$ cat config.mk
export PLATFORM = sky130hd
export DESIGN_NAME = input_fifo_rx
export DESIGN_NICKNAME = d
export VERILOG_FILES = /design/src/rtl/input_fifo_rx.sv
export SDC_FILE = /design/constraint.sdc
export NUM_CORES = 1
export LEC_CHECK = 0
export ABC_AREA = 1
export CAP_MARGIN = 20
export CORE_MARGIN = 1
export CORE_UTILIZATION = 40
export DETAILED_ROUTE_END_ITERATION = 12
export HOLD_SLACK_MARGIN = 0.06
export PLACE_DENSITY = 0.7
export RECOVER_POWER = 25
export SETUP_SLACK_MARGIN = 0.15
export SYNTH_ARGS = -nofsm -noshare
export SYNTH_HDL_FRONTEND = slang
export SYNTH_SLANG_ARGS = --single-unit
$ cat constraint.sdc
create_clock -name clk -period 2.7 [get_ports clk]
set_input_delay 0.27 -clock clk [delete_from_list [all_inputs] [get_ports clk]]
set_output_delay 0.27 -clock clk [all_outputs]
set_load 0.05 [all_outputs]
$ cat src/rtl/input_fifo_rx.sv
// input_fifo_rx: 4-entry receive FIFO with a DRTS/CTS upstream handshake and
// one-hot downstream read strobes. Data_out falls through from the head entry.
// Optional build macro FIFO_ERR_EN adds a sticky err output flagging illegal
// reads (read while empty, or more than one read strobe at once).
module input_fifo_rx #(
   parameter int DATA_WIDTH = 32,
   parameter int DEPTH      = 4    // only 4 is supported: pointers are 2 bits
) (
   input  logic                  clk,
   input  logic                  rst,
   input  logic [DATA_WIDTH-1:0] RX,
   input  logic                  DRTS,
   input  logic [4:0]            read_en,
   output logic                  CTS,
   output logic [DATA_WIDTH-1:0] Data_out,
   output logic                  empty,
   output logic                  full
`ifdef FIFO_ERR_EN
   ,
   output logic                  err
`endif
);

   // Handshake: the sender raises DRTS and holds RX stable until it sees CTS.
   // CTS is a one-cycle registered grant; a flit transfers on the rising edge
   // that ends a cycle with CTS=1 and DRTS=1. A grant is only issued from IDLE
   // while not full, so a granted write always has room. The FSM state is
   // directly visible on CTS (IDLE -> 0, GRANT -> 1).
   typedef enum logic {
      IDLE  = 1'b0,
      GRANT = 1'b1
   } state_t;

   state_t                state;
   state_t                state_nxt;

   logic [DATA_WIDTH-1:0] mem [0:DEPTH-1];
   logic [1:0]            wr_ptr;
   logic [1:0]            rd_ptr;
   logic [2:0]            count;
   logic [2:0]            count_nxt;
   logic                  wr_fire;
   logic                  rd_fire;

   assign CTS      = (state == GRANT);
   assign empty    = (count == 3'd0);
   assign full     = (count == 3'(DEPTH));
   assign wr_fire  = CTS && DRTS;
   assign rd_fire  = (read_en != 5'd0) && !empty;
   assign Data_out = mem[rd_ptr];

   // Handshake state register; reset aborts any grant in progress.
   always_ff @(posedge clk or posedge rst) begin
      if (rst) begin
         state <= IDLE;
      end else begin
         state <= state_nxt;
      end
   end

   // Next-state logic: grant when requested and not full, grant lasts one cycle.
   always_comb begin
      state_nxt = state;
      case (state)
         IDLE:    if (DRTS && !full) state_nxt = GRANT;
         GRANT:   state_nxt = IDLE;
         default: state_nxt = IDLE;
      endcase
   end

   // Storage array is not reset; contents only matter once written.
   always_ff @(posedge clk) begin
      if (wr_fire) begin
         mem[wr_ptr] <= RX;
      end
   end

   // Occupancy change for write-only, read-only, or both/neither.
   always_comb begin
      count_nxt = count;
      case ({wr_fire, rd_fire})
         2'b10:   count_nxt = count + 3'd1;
         2'b01:   count_nxt = count - 3'd1;
         default: count_nxt = count;
      endcase
   end

   // Pointers and count; 2-bit pointers wrap 3 -> 0 naturally.
   always_ff @(posedge clk or posedge rst) begin
      if (rst) begin
         wr_ptr <= 2'd0;
         rd_ptr <= 2'd0;
         count  <= 3'd0;
      end else begin
         if (wr_fire) wr_ptr <= wr_ptr + 2'd1;
         if (rd_fire) rd_ptr <= rd_ptr + 2'd1;
         count <= count_nxt;
      end
   end

`ifdef FIFO_ERR_EN
   logic multi_hot;
   logic bad_read;

   assign multi_hot = (read_en & (read_en - 5'd1)) != 5'd0;
   assign bad_read  = ((read_en != 5'd0) && empty) || multi_hot;

   // Sticky error flag, cleared only by reset.
   always_ff @(posedge clk or posedge rst) begin
      if (rst) begin
         err <= 1'b0;
      end else if (bad_read) begin
         err <= 1'b1;
      end
   end
`endif

endmodule

; ---- After elaboration in Yosys (flattened, before gate mapping)
; Memory sizes are Yosys's and may differ from the RTL's.
; Cells that the tools add are included.
[word_totals]
mem_bits_rw = 128
out_inout_bits = 35
reg_bits = 8
word_cells = 26
memories = 1
in_bits = 40
[classes]
n_mux = 5
n_reduce_logical = 8
eq_ne = 3
n_bitwise = 1
addsub = 4
[mem_list]
columns = name, words, width, rd, rd_ports_with_merged_regs, write_ports, line
row1 = mem, 4, 32, 1, 0, 1, 37  ; logic [DATA_WIDTH-1:0] mem [0:DEPTH-1];
[op_table]
columns = operator, count
row1 = 3-bit case mux with 2 select lines, 1
row2 = 5-bit nonzero test, 1
row3 = "2-bit by 1-bit adder with 2-bit output, second input constant", 2
row4 = "3-bit by 1-bit adder with 3-bit output, second input constant", 1
row5 = "3-bit == test, second input constant", 1
row6 = 1-bit logical AND, 3
row7 = 3-bit logical NOT, 1
row8 = 1-bit 2-to-1 mux, 3
row9 = "3-bit by 1-bit subtractor with 3-bit output, second input constant", 1
row10 = "2-bit by 1-bit == test with 1-bit output, second input constant", 1
row11 = "2-bit == test, second input constant", 1
row12 = 1-bit logical NOT, 2
row13 = 1-bit case mux with 2 select lines, 1
row14 = 2-bit nonzero test, 1
row15 = 1-bit NOT, 1

; ---- Longest topological paths before layout
[logic_depth]
word_depth = 5
depth_mapped = 12
mapped_depth_nobuf = 12

; ---- Worst setup path before layout
; OpenSTA, ideal clock, no wires.
[synth_path]
path_type = flip-flop to flip-flop
start = reg state, in the netlist CTS
end = mem mem[0][0] (enable)
path_buffers = 0
arrival_time_ps = 2300
path_slack_ps = -21
t_required_ps = 2279
period_less_slack_ps = 2721
stages_incl_launch_ff = 3
setup_ps = 421
path_cell_list = dfrtp_1 nand2_1 nor2_1
[synth_between]
elab_chain_len = 3
[synth_lines]
columns = element, line
row1 = start: declaration, 34  ; state_t state;
row2 = start signal: assignment, 57  ; state <= state_nxt;
row3 = 1-bit logical AND, 48  ; assign wr_fire = CTS && DRTS;
row4 = 1-bit 2-to-1 mux, 73  ; if (wr_fire) begin
row5 = 1-bit 2-to-1 mux (implied by the code), 74  ; mem[wr_ptr] <= RX;
row6 = end: declaration, 37
; Every way passes these cells.

; ---- Final worst setup path
[layout_path]
start = reg rd_ptr[0]
end = out Data_out[28]
[layout_between]
elab_chain_len = 1
[layout_lines]
columns = element, line
row1 = start: declaration, 39  ; logic [1:0] rd_ptr;
row2 = start signal: assignment, 96  ; if (rd_fire) rd_ptr <= rd_ptr + 2'd1;
row3 = memory 4 x 32 bit, n/a
row4 = end: declaration, 15  ; output logic [DATA_WIDTH-1:0] Data_out,
; Every way passes these cells.

==> run summary <==
At the pin with the least slew margin, the transition time is 0.639 ns. The tools report the number of hold buffers added after CTS as 0. In this run, distinct cell masters in the synthesized netlist total 23. The core region is 12700 µm². Setup violations remaining at the end of the flow were counted as 0.

The area fraction of the dominant cell type after synthesis came out at 73.1%. The run gives 373 as the gate count of the mapped netlist. After legalization and detailed placement, the total HPWL measured 6050 µm. In the final layout, the share of cells above drive strength 1 is 15.1%. Setup repair after global routing left no endpoint under its margin. The area growth from synthesis to layout is 27.3%. The synthesized design spends more area on one cell type than any other, namely edfxtp_1. The floorplan die area came out at 13600 µm².

The worst path uses 85.3% of the clock period. The logs give 0.687 mV for the worst ir drop on vdd and 0.434 GHz for the achievable clock frequency. STA classifies the critical path endpoint as an output port.

In the final routed layout, each cell accounts on average for 16.2 µm. Using the TritonRoute via totals, the vias-per-cell ratio works out to 5.02. The logs give 0 for the number of design rule violations left after detail routing and 10300 µm for the routed wire length. In this run the number of H-tree levels came out at 4.

The buffering stage count on the worst path with inverters included is 3, and the via count of the first global-routing pass is 3205. The root buffer cell chosen for the clock tree is clkbuf_16. The first global-routing pass estimated 16300 µm of wire. The combined global-route utilization of all metal layers came out at 16.7%. The flow ran to the end, and the final reports show no timing, DRC or antenna violations. Kind of cell with the highest combined delay on the critical path: buffers and inverters. Summing all placed instances gives a cell area of 6130 µm². The number of antenna violations at the first check in global routing was 0; the number of fill cells in the layout was 1099. In this run the worst hold path is classified as in -> async. For this run, the share of the core covered by cells in the final layout is 52.6%. Entering global routing, the biggest net connects 67 pins. TritonCTS built the clock tree. Clock latency on the worst-skew pair, taken at its later pin, is 0.41 ns. The final route contains 3190 vias. Global routing finished with a remaining overflow of 0. The placer's final routability congestion estimate came out at 0.675. In this run the worst path has a maximum fanout of 40. The longest clock path from root to sink contains 2 buffers. The signal on the critical path passes through inv_2, buf_12, o21ai_0, o22ai_1, buf_4. The post-synthesis instance area is 5260 µm². The initialized floorplan defines 41 standard-cell rows. The number of nets with antenna violations after routing is 0, and the number of ports placed on the die boundary is 75. For this configuration, the core starts out at a cell density of 41.3%. The slowest stage of the critical path is the dfrtp_2 cell. Summing all non-filler instances in the final layout gives an area of 6690 µm².

The tools report the net count after synthesis as 419. The total count of max-transition violations in the final report is 0. The run gives 4050 µm² as the area taken by flip-flops and latches. The critical setup path kind is reg -> out.

Clock-pin slew was measured on the worst setup and hold paths at 0.05 ns. Number of buffers created by CTS: 17. After clock tree synthesis, the setup repair step added 0 buffers. Synthesis inferred 136 register bits. The run gives 2.43 ns as the endpoint required time on the critical path.

The logs give 0 for the number of gates resized after CTS and 2.03 ns for the data arrival time of the critical path. The final setup skew is 0.00617 ns. The share of the yosys chip area belonging to registers is 76.9%. Measured along the y axis, the die boundary spans 117 µm. The largest single stage delay on the critical path is 0.40 ns. The floorplan step set the die width to 117 µm. The multi-input combinational cells in the finished layout cover a total of 1020 µm². Max-cap violations in this run came to 0.

In this run the tightest slew margin relative to its limit is 57.4%. The clock net in this run drives a total of 136 sinks. The count of buffers added on input and output ports is 74. At the end of the flow, the number of nets in the layout was 499. The tools report the detailed-router iteration count before antenna repair as 4.

The number of endpoints with negative hold slack in the final report is 0. The leakage power summed over all cells came out at 2.34 nW. Sorting the synthesized cells by area gives the leading types as edfxtp_1 (73%), nor2_1 (5.1%), o21ai_0 (4.5%). 0 antenna diodes ended up in the layout.

Dividing total power by cell area gives a power density of 1240 nW/µm². The final critical-path required period came out at 2.30 ns. The run gives 232 as the DRC violation total after the first TritonRoute iteration. The tools report the kind of launch point of the worst setup path as a register.

The mean instance size in the synthesized netlist was 14.1 µm²; the total number of yosys warnings was 0.
==> metal layers <==
metal | up-vias | share of wire (%) | track usage [%]
li1 | 1529 | - | -
met1 | 1570 | 42 | 19.9
met2 | 80 | 52 | 28.4
met3 | 11 | 4.7 | 5.50
met4 | 0 | 1.4 | 5.82
met5 | - | 0 | 0
==> cells in the mapped netlist <==
cell,instances
inv_1,16
ha_1,5
nand3_1,5
o21ai_1,18
inv_2,2
o22ai_1,32
xor2_1,1
nand2_1,14
a21oi_1,1
nor3_1,1
buf_6,7
buf_4,4
o21ai_0,47
buf_2,6
clkbuf_1,1
edfxtp_1,128
nor2_1,71
nor3b_1,1
fa_1,1
xnor2_1,1
nand4_1,1
clkbuf_2,2
dfrtp_1,8
==> final cells by class <==
type | count | area share, %
timing repair buffer | 81 | 11.6
clock inverter | 12 | 2.02
tap | 172 | 3.22
multi-input combinational | 199 | 15.3
clock buffer | 18 | 6.41
sequential | 136 | 60.5
inverter | 18 | 1.01
==> worst paths after layout <==
path | start | to | slack, ns | depth (start not counted)
min in group clk | CTS$_DFF_PP0_ | CTS$_DFF_PP0_ | 0.46 | 1
hold reg to reg | CTS$_DFF_PP0_ | CTS$_DFF_PP0_ | 0.46 | 1
hold / removal | rst | count[2]$_DFFE_PP0P_ | 0.24 | 2
setup reg to reg | CTS$_DFF_PP0_ | count[2]$_DFFE_PP0P_ | 0.78 | 8
setup / recovery | rd_ptr[0]$_DFFE_PP0P_ | Data_out[28] | 0.40 | 5
max in group asynchronous | rst | rd_ptr[0]$_DFFE_PP0P_ | 2.21 | 2
==> logic make-up after synthesis <==
group,after synthesis,synth area share [%]
DFF,136,76.9
AOI/OAI and AO/OA,98,10.1
and+or+nand+nor,93,6.90
buffers and inverters,38,4.19
adders and majority gates,6,1.57
xor gates and xnor gates,2,0.333
==> power by group <==
part	switching, W	internal (W)	total (W)
Combinational	0.00252	0.000985	0.00350
Clock	0.000786	0.00142	0.00221
Sequential	0.0000707	0.00254	0.00261
Total	0.00337	0.00495	0.00832
==> flip-flops by register name, indices dropped and copies added, names as in the netlist <==
register and flops:
CTS 1, wr_ptr 2, mem 128, rd_ptr 2
count 3
==> layout by cell type (no fill, tap or decap), types with 2 or more instances in the layout <==
cell type and n:
clkbuf_16 17, bufinv_16 3, nor2_1 67, edfxtp_1 128
o21ai_1 18, buf_12 5, clkinv_2 2, dlygate4sd3_1 20
nor2_4 4, o22ai_1 32, inv_1 16, ha_1 5
nand2_1 14, dfrtp_1 7, nand3_1 5, buf_4 34
clkinv_1 5, o21ai_0 47, inv_2 2, clkdlybuf4s50_1 22
==> per-stage QoR <==
step	setup TNS, ns	setup slack, ns	std cells	hold WS (ns)	total power, W
after floorplan	-2.69	-0.0210	373	0.0857	0.00523
after global placement	0	0.535	606	0.455	0.00616
after detailed placement	0	0.504	606	0.454	0.00620
after CTS	0	0.320	636	0.0960	0.00842
after global routing	0	0.217	636	0.254	0.00876
final	0	0.396	636	0.243	0.00832
Note: power is estimated with default switching activity, not from simulation.
==> variant 1, RTL diff (same settings) <==
`DATA_WIDTH`: 32 -> 28.
--- a/src/rtl/input_fifo_rx.sv
+++ b/src/rtl/input_fifo_rx.sv
@@ -4,5 +4,5 @@
 // reads (read while empty, or more than one read strobe at once).
 module input_fifo_rx #(
-   parameter int DATA_WIDTH = 32,
+   parameter int DATA_WIDTH = 28,
    parameter int DEPTH      = 4    // only 4 is supported: pointers are 2 bits
 ) (
Interface: changed (resized Data_out and RX); port bits go from 75 to 67. No check against the original RTL was run, so the function may have changed too.
==> variant 1 against the original RTL <==
Synthesized area decreased by 8.6%; routed wire length fell by 6.2%; power increased by 4.9%; sequential cell count shrank 16; highest routed layer unchanged; die area decreased by 8.5%; setup slack worse by 0.0035 ns; final cell count down 11%; via count decreased by 7.0%; the flow now finishes with violations (DRC); global-route usage shrank 0.28 points; cell area fell by 2.2%.
==> variant 1: results <==
export IMPL_met2_wirelength_mm=5.00
export IMPL_violations="DRC"
export IMPL_place_area_sq_um=5960
export IMPL_grt_use_met3_pct=4.30
export IMPL_nFillCells=899
export IMPL_post_drt_via_cell_ratio=5.24
export IMPL_inverters=18
export IMPL_ys_seq_area_share_pct=74.2
export IMPL_ys_ff_latch=120
export IMPL_grt_max_degree=59
export IMPL_reg_top3="mem (112), count (3)"
export IMPL_p_leak_nw=2.32
export IMPL_gp_congestion=0.732
export IMPL_portBuffers=66
export IMPL_synth_top_area_share_pct=70.0
export IMPL_fin_crit_ns=2.31
export IMPL_max_stage_delay_ns=0.56
export IMPL_finalNetCount=453
export IMPL_outcome="finished with violations"
export IMPL_dominant_cells="registers"
export IMPL_drt_iter0_markers=158
export IMPL_worst_clock_skew_ns=0.00787
export IMPL_fin_area_sq_um=6540
export IMPL_met1_length_mm=4.18
export IMPL_crit_start="rd_ptr[1]$_DFFE_PP0P_"
export IMPL_drc=3
export IMPL_wl_met3_microns=361
export IMPL_final_nonclk_buf_share_pct=16.2
export IMPL_dp_hpwl_mm=5.85
export IMPL_drive_above_1_share_pct=26.7
export IMPL_critical_path_max_fanout=29
export IMPL_worst_pin_slew_ns=0.587
export IMPL_clock_cell_area_share_pct=8.82
export IMPL_peakVddDrop_uv=647
export IMPL_multi_input_area_share_pct=16.7
export IMPL_synth_edf_count=112
export IMPL_signal_buffers=75
export IMPL_synth_nets=377
export IMPL_dp_slack_ns=0.464
export IMPL_cp_slowest_cell="dfrtp_1"
export IMPL_clkbuf_count=17
export IMPL_regArea_sq_um=3560
export IMPL_nMultiInputCombCells=179
export IMPL_ys_async_sr_fraction_pct=6.67
export IMPL_die_x_microns=112
export IMPL_r2r_end="count[2]$_DFFE_PP0P_"
export IMPL_drtPass1Iterations=10
export IMPL_grt_pass1_vias=3076
export IMPL_synth_cell_type_count=24
export IMPL_grt_pass1_wl_mm=15.5
export IMPL_routedWlPerCell_microns=17.1
export IMPL_synth_top_cells_by_area="edfxtp_1 70%, o22ai_2 4.9%, o21ai_0 4.7%"
export IMPL_top_layer="met4"
export IMPL_ys_top_cells_by_count="112 x edfxtp_1, 45 x o21ai_0, 44 x nor2_1, 19 x nor2_2, 19 x o22ai_2"
export IMPL_endpoint="Data_out[11]"
-- variant 1: cell types whose count changed after synthesis --
cell and change:
nor2_1 -27, o22ai_1 -23, nor2_2 +19, o22ai_2 +19, edfxtp_1 -16, o21ai_1 -6
buf_6 -4, clkbuf_1 +4, buf_2 +2, buf_4 -2, clkbuf_2 -2, o21ai_0 -2
-- variant 1: metrics by stage --
step           hold slack [ns]  std cells
3_3_place_gp             0.450        535
4_1_cts                  0.146        566
5_1_grt                  0.309        566
3_5_place_dp             0.450        535
6_report                 0.267        566
2_1_floorplan           0.0857        335
-- variant 1: report_power, final --
part,internal [mW],switching (mW)
Combinational,1.71,2.49
Clock,1.36,0.824
Sequential,2.25,0.101
-- variant 1: cells by family after synthesis --
kind of cell	Yosys count	synth area share [%]
simple gates	85	7.92
fa+ha+maj	6	1.72
buf+inv	36	3.65
compound gates	86	12.2
flops	120	74.2
xor+xnor	2	0.365
==> variant 2, RTL diff (config.mk and constraints unchanged) <==
Made on the original files. Register the input `RX` before use. The logic sees it one clock later. The other inputs are not delayed to match.
--- a/src/rtl/input_fifo_rx.sv
+++ b/src/rtl/input_fifo_rx.sv
@@ -31,4 +31,10 @@
       GRANT = 1'b1
    } state_t;
+
+   logic [DATA_WIDTH-1:0] RX_q;
+
+   always_ff @(posedge clk) begin
+      RX_q <= RX;
+   end
 
    state_t                state;
@@ -72,5 +78,5 @@
    always_ff @(posedge clk) begin
       if (wr_fire) begin
-         mem[wr_ptr] <= RX;
+         mem[wr_ptr] <= RX_q;
       end
    end
Formal check against the unedited RTL: not equivalent (Yosys sat finds a counterexample within 4 cycles, from zero or initial values and one cycle with rst high).
==> variant 2 against the original RTL <==
Global-route usage decreased by 0.53 points; routed wire length increased by 9.3%; synthesized area increased by 12%; core utilization decreased by 1.7 points; count of clock-buffer cells in the layout increased by 5; power increased by 7.8%; setup slack got worse by 0.10 ns; sequential cell count increased by 32; cell area increased by 10%; critical path type unchanged; largest cell class unchanged; largest power group unchanged; highest routed layer unchanged.
==> variant 2: results <==
export IMPL_portBuffers=74
export IMPL_drive_above_1_share_pct=15.2
export IMPL_ys_seq_area_share_pct=79.4
export IMPL_synth_edf_count=128
export IMPL_reg_top3="mem (128), RX_q (32), count (3)"
export IMPL_reg2reg_depth=8
export IMPL_critPathArrivalTime_ns=2.14
export IMPL_grt_pass1_wl_mm=17.7
export IMPL_drt_iter0_markers=250
export IMPL_routedWlPerCell_microns=16.5
export IMPL_r2r_start="CTS$_DFF_PP0_"
export IMPL_htreeDepth=4
export IMPL_outcome="finished, final reports clean"
export IMPL_synth_nets=451
export IMPL_p_leak_nw=2.62
export IMPL_worst_pin_slew_ns=0.662
export IMPL_clk_latency_ns=0.42
export IMPL_post_cts_buffers=0
export IMPL_dp_hpwl_mm=6.72
export IMPL_fin_hold_ws_ns=0.250
export IMPL_synth_cell_type_count=24
export IMPL_post_drt_via_cell_ratio=5.01
export IMPL_synth_ff_type="edfxtp_1"
export IMPL_dp_slack_ns=0.460
export IMPL_clockBufferDepth=2
export IMPL_drtPass1Iterations=4
export IMPL_ys_async_sr_fraction_pct=4.76
export IMPL_power_share_switching_pct=40.0
export IMPL_synth_top_cells_by_area="edfxtp_1 65%, dfxtp_1 11%, nor2_1 4.5%"
export IMPL_critical_path_max_fanout=66
export IMPL_ys_top_cells_by_count="128 x edfxtp_1, 71 x nor2_1, 47 x o21ai_0, 32 x dfxtp_1, 32 x o22ai_1"
export IMPL_worst_clock_skew_ns=0.00989
export IMPL_grt_pass1_vias=3504
export IMPL_cts_buffers=17
export IMPL_place_area_sq_um=6790
export IMPL_r2r_slack_ns=0.77
export IMPL_finalNetCount=532
export IMPL_gp_congestion=0.797
export IMPL_grt_usage_pct=16.2
export IMPL_peakVddDrop_uv=855
[variant 2: cell types whose count changed after synthesis]
cell	before	now
dfxtp_1	0	32
[variant 2: power groups by stage]
stage | Clock [mW] | Combinational [mW] | Sequential [mW]
floorplan | 0 | 2.56 | 3.19
global placement | 0 | 3.51 | 3.18
detailed placement | 0 | 3.58 | 3.19
CTS | 2.35 | 3.59 | 3.14
global route | 2.45 | 3.82 | 3.16
finish | 2.30 | 3.53 | 3.14
[variant 2: final cells by class]
| type | instances | area (sq um) |
|---|---|---|
| inverter | 18 | 67.6 |
| multi-input combinational | 199 | 1020 |
| timing repair buffer | 82 | 783 |
| clock buffer | 23 | 478 |
| clock inverter | 9 | 95.1 |
| tap | 184 | 230 |
| fill | 1245 | 7120 |
| sequential | 168 | 4690 |
[variant 2: kinds of logic (layout without fill, tap and decap cells)]
family | Yosys count | in the layout | share of synthesized area [%]
AO/OA/AOI/OAI | 98 | 98 | 8.99
adder cells (fa/ha/maj) | 6 | 6 | 1.40
XOR/XNOR | 2 | 2 | 0.297
flip-flops | 168 | 168 | 79.4
buffers and inverters | 38 | 132 | 3.73
AND/OR/NAND/NOR | 93 | 93 | 6.15
[variant 2: worst max-delay path by stage]
stage,slack [ns],cells after the start,endpoint,from
3_5_place_dp,0.46,6,count[1]$_DFFE_PP0P_,DRTS
3_3_place_gp,0.50,9,count[2]$_DFFE_PP0P_,DRTS
4_1_cts,0.29,4,Data_out[21],rd_ptr[0]$_DFFE_PP0P_
2_1_floorplan,-0.02,2,mem[0][0]$_DFFE_PP_,CTS$_DFF_PP0_
5_1_grt,0.15,4,Data_out[21],rd_ptr[0]$_DFFE_PP0P_
6_report,0.29,4,Data_out[21],rd_ptr[0]$_DFFE_PP0P_
[variant 2: worst max-delay path, cell delays in order (launching register included)]
cell	delay, ns
dfrtp_2	0.37
buf_4	0.55
o21ai_0	0.22
o22ai_1	0.31
buf_4	0.26
[variant 2: metrics by stage]
step	power [mW]	std cells
after floorplan	5.76	405
after global placement	6.69	651
after detailed placement	6.77	651
after CTS	9.08	683
after global routing	9.43	683
final	8.97	683
[variant 2: routing by layer]
| metal | wire, microns | vias up | track usage [%] |
|---|---|---|---|
| li1 | - | 1632 | - |
| met4 | 170 | 0 | 6.85 |
| met3 | 559 | 15 | 4.84 |
| met5 | 0 | - | 0 |
| met2 | 5700 | 103 | 27.3 |
| met1 | 4860 | 1669 | 19.2 |
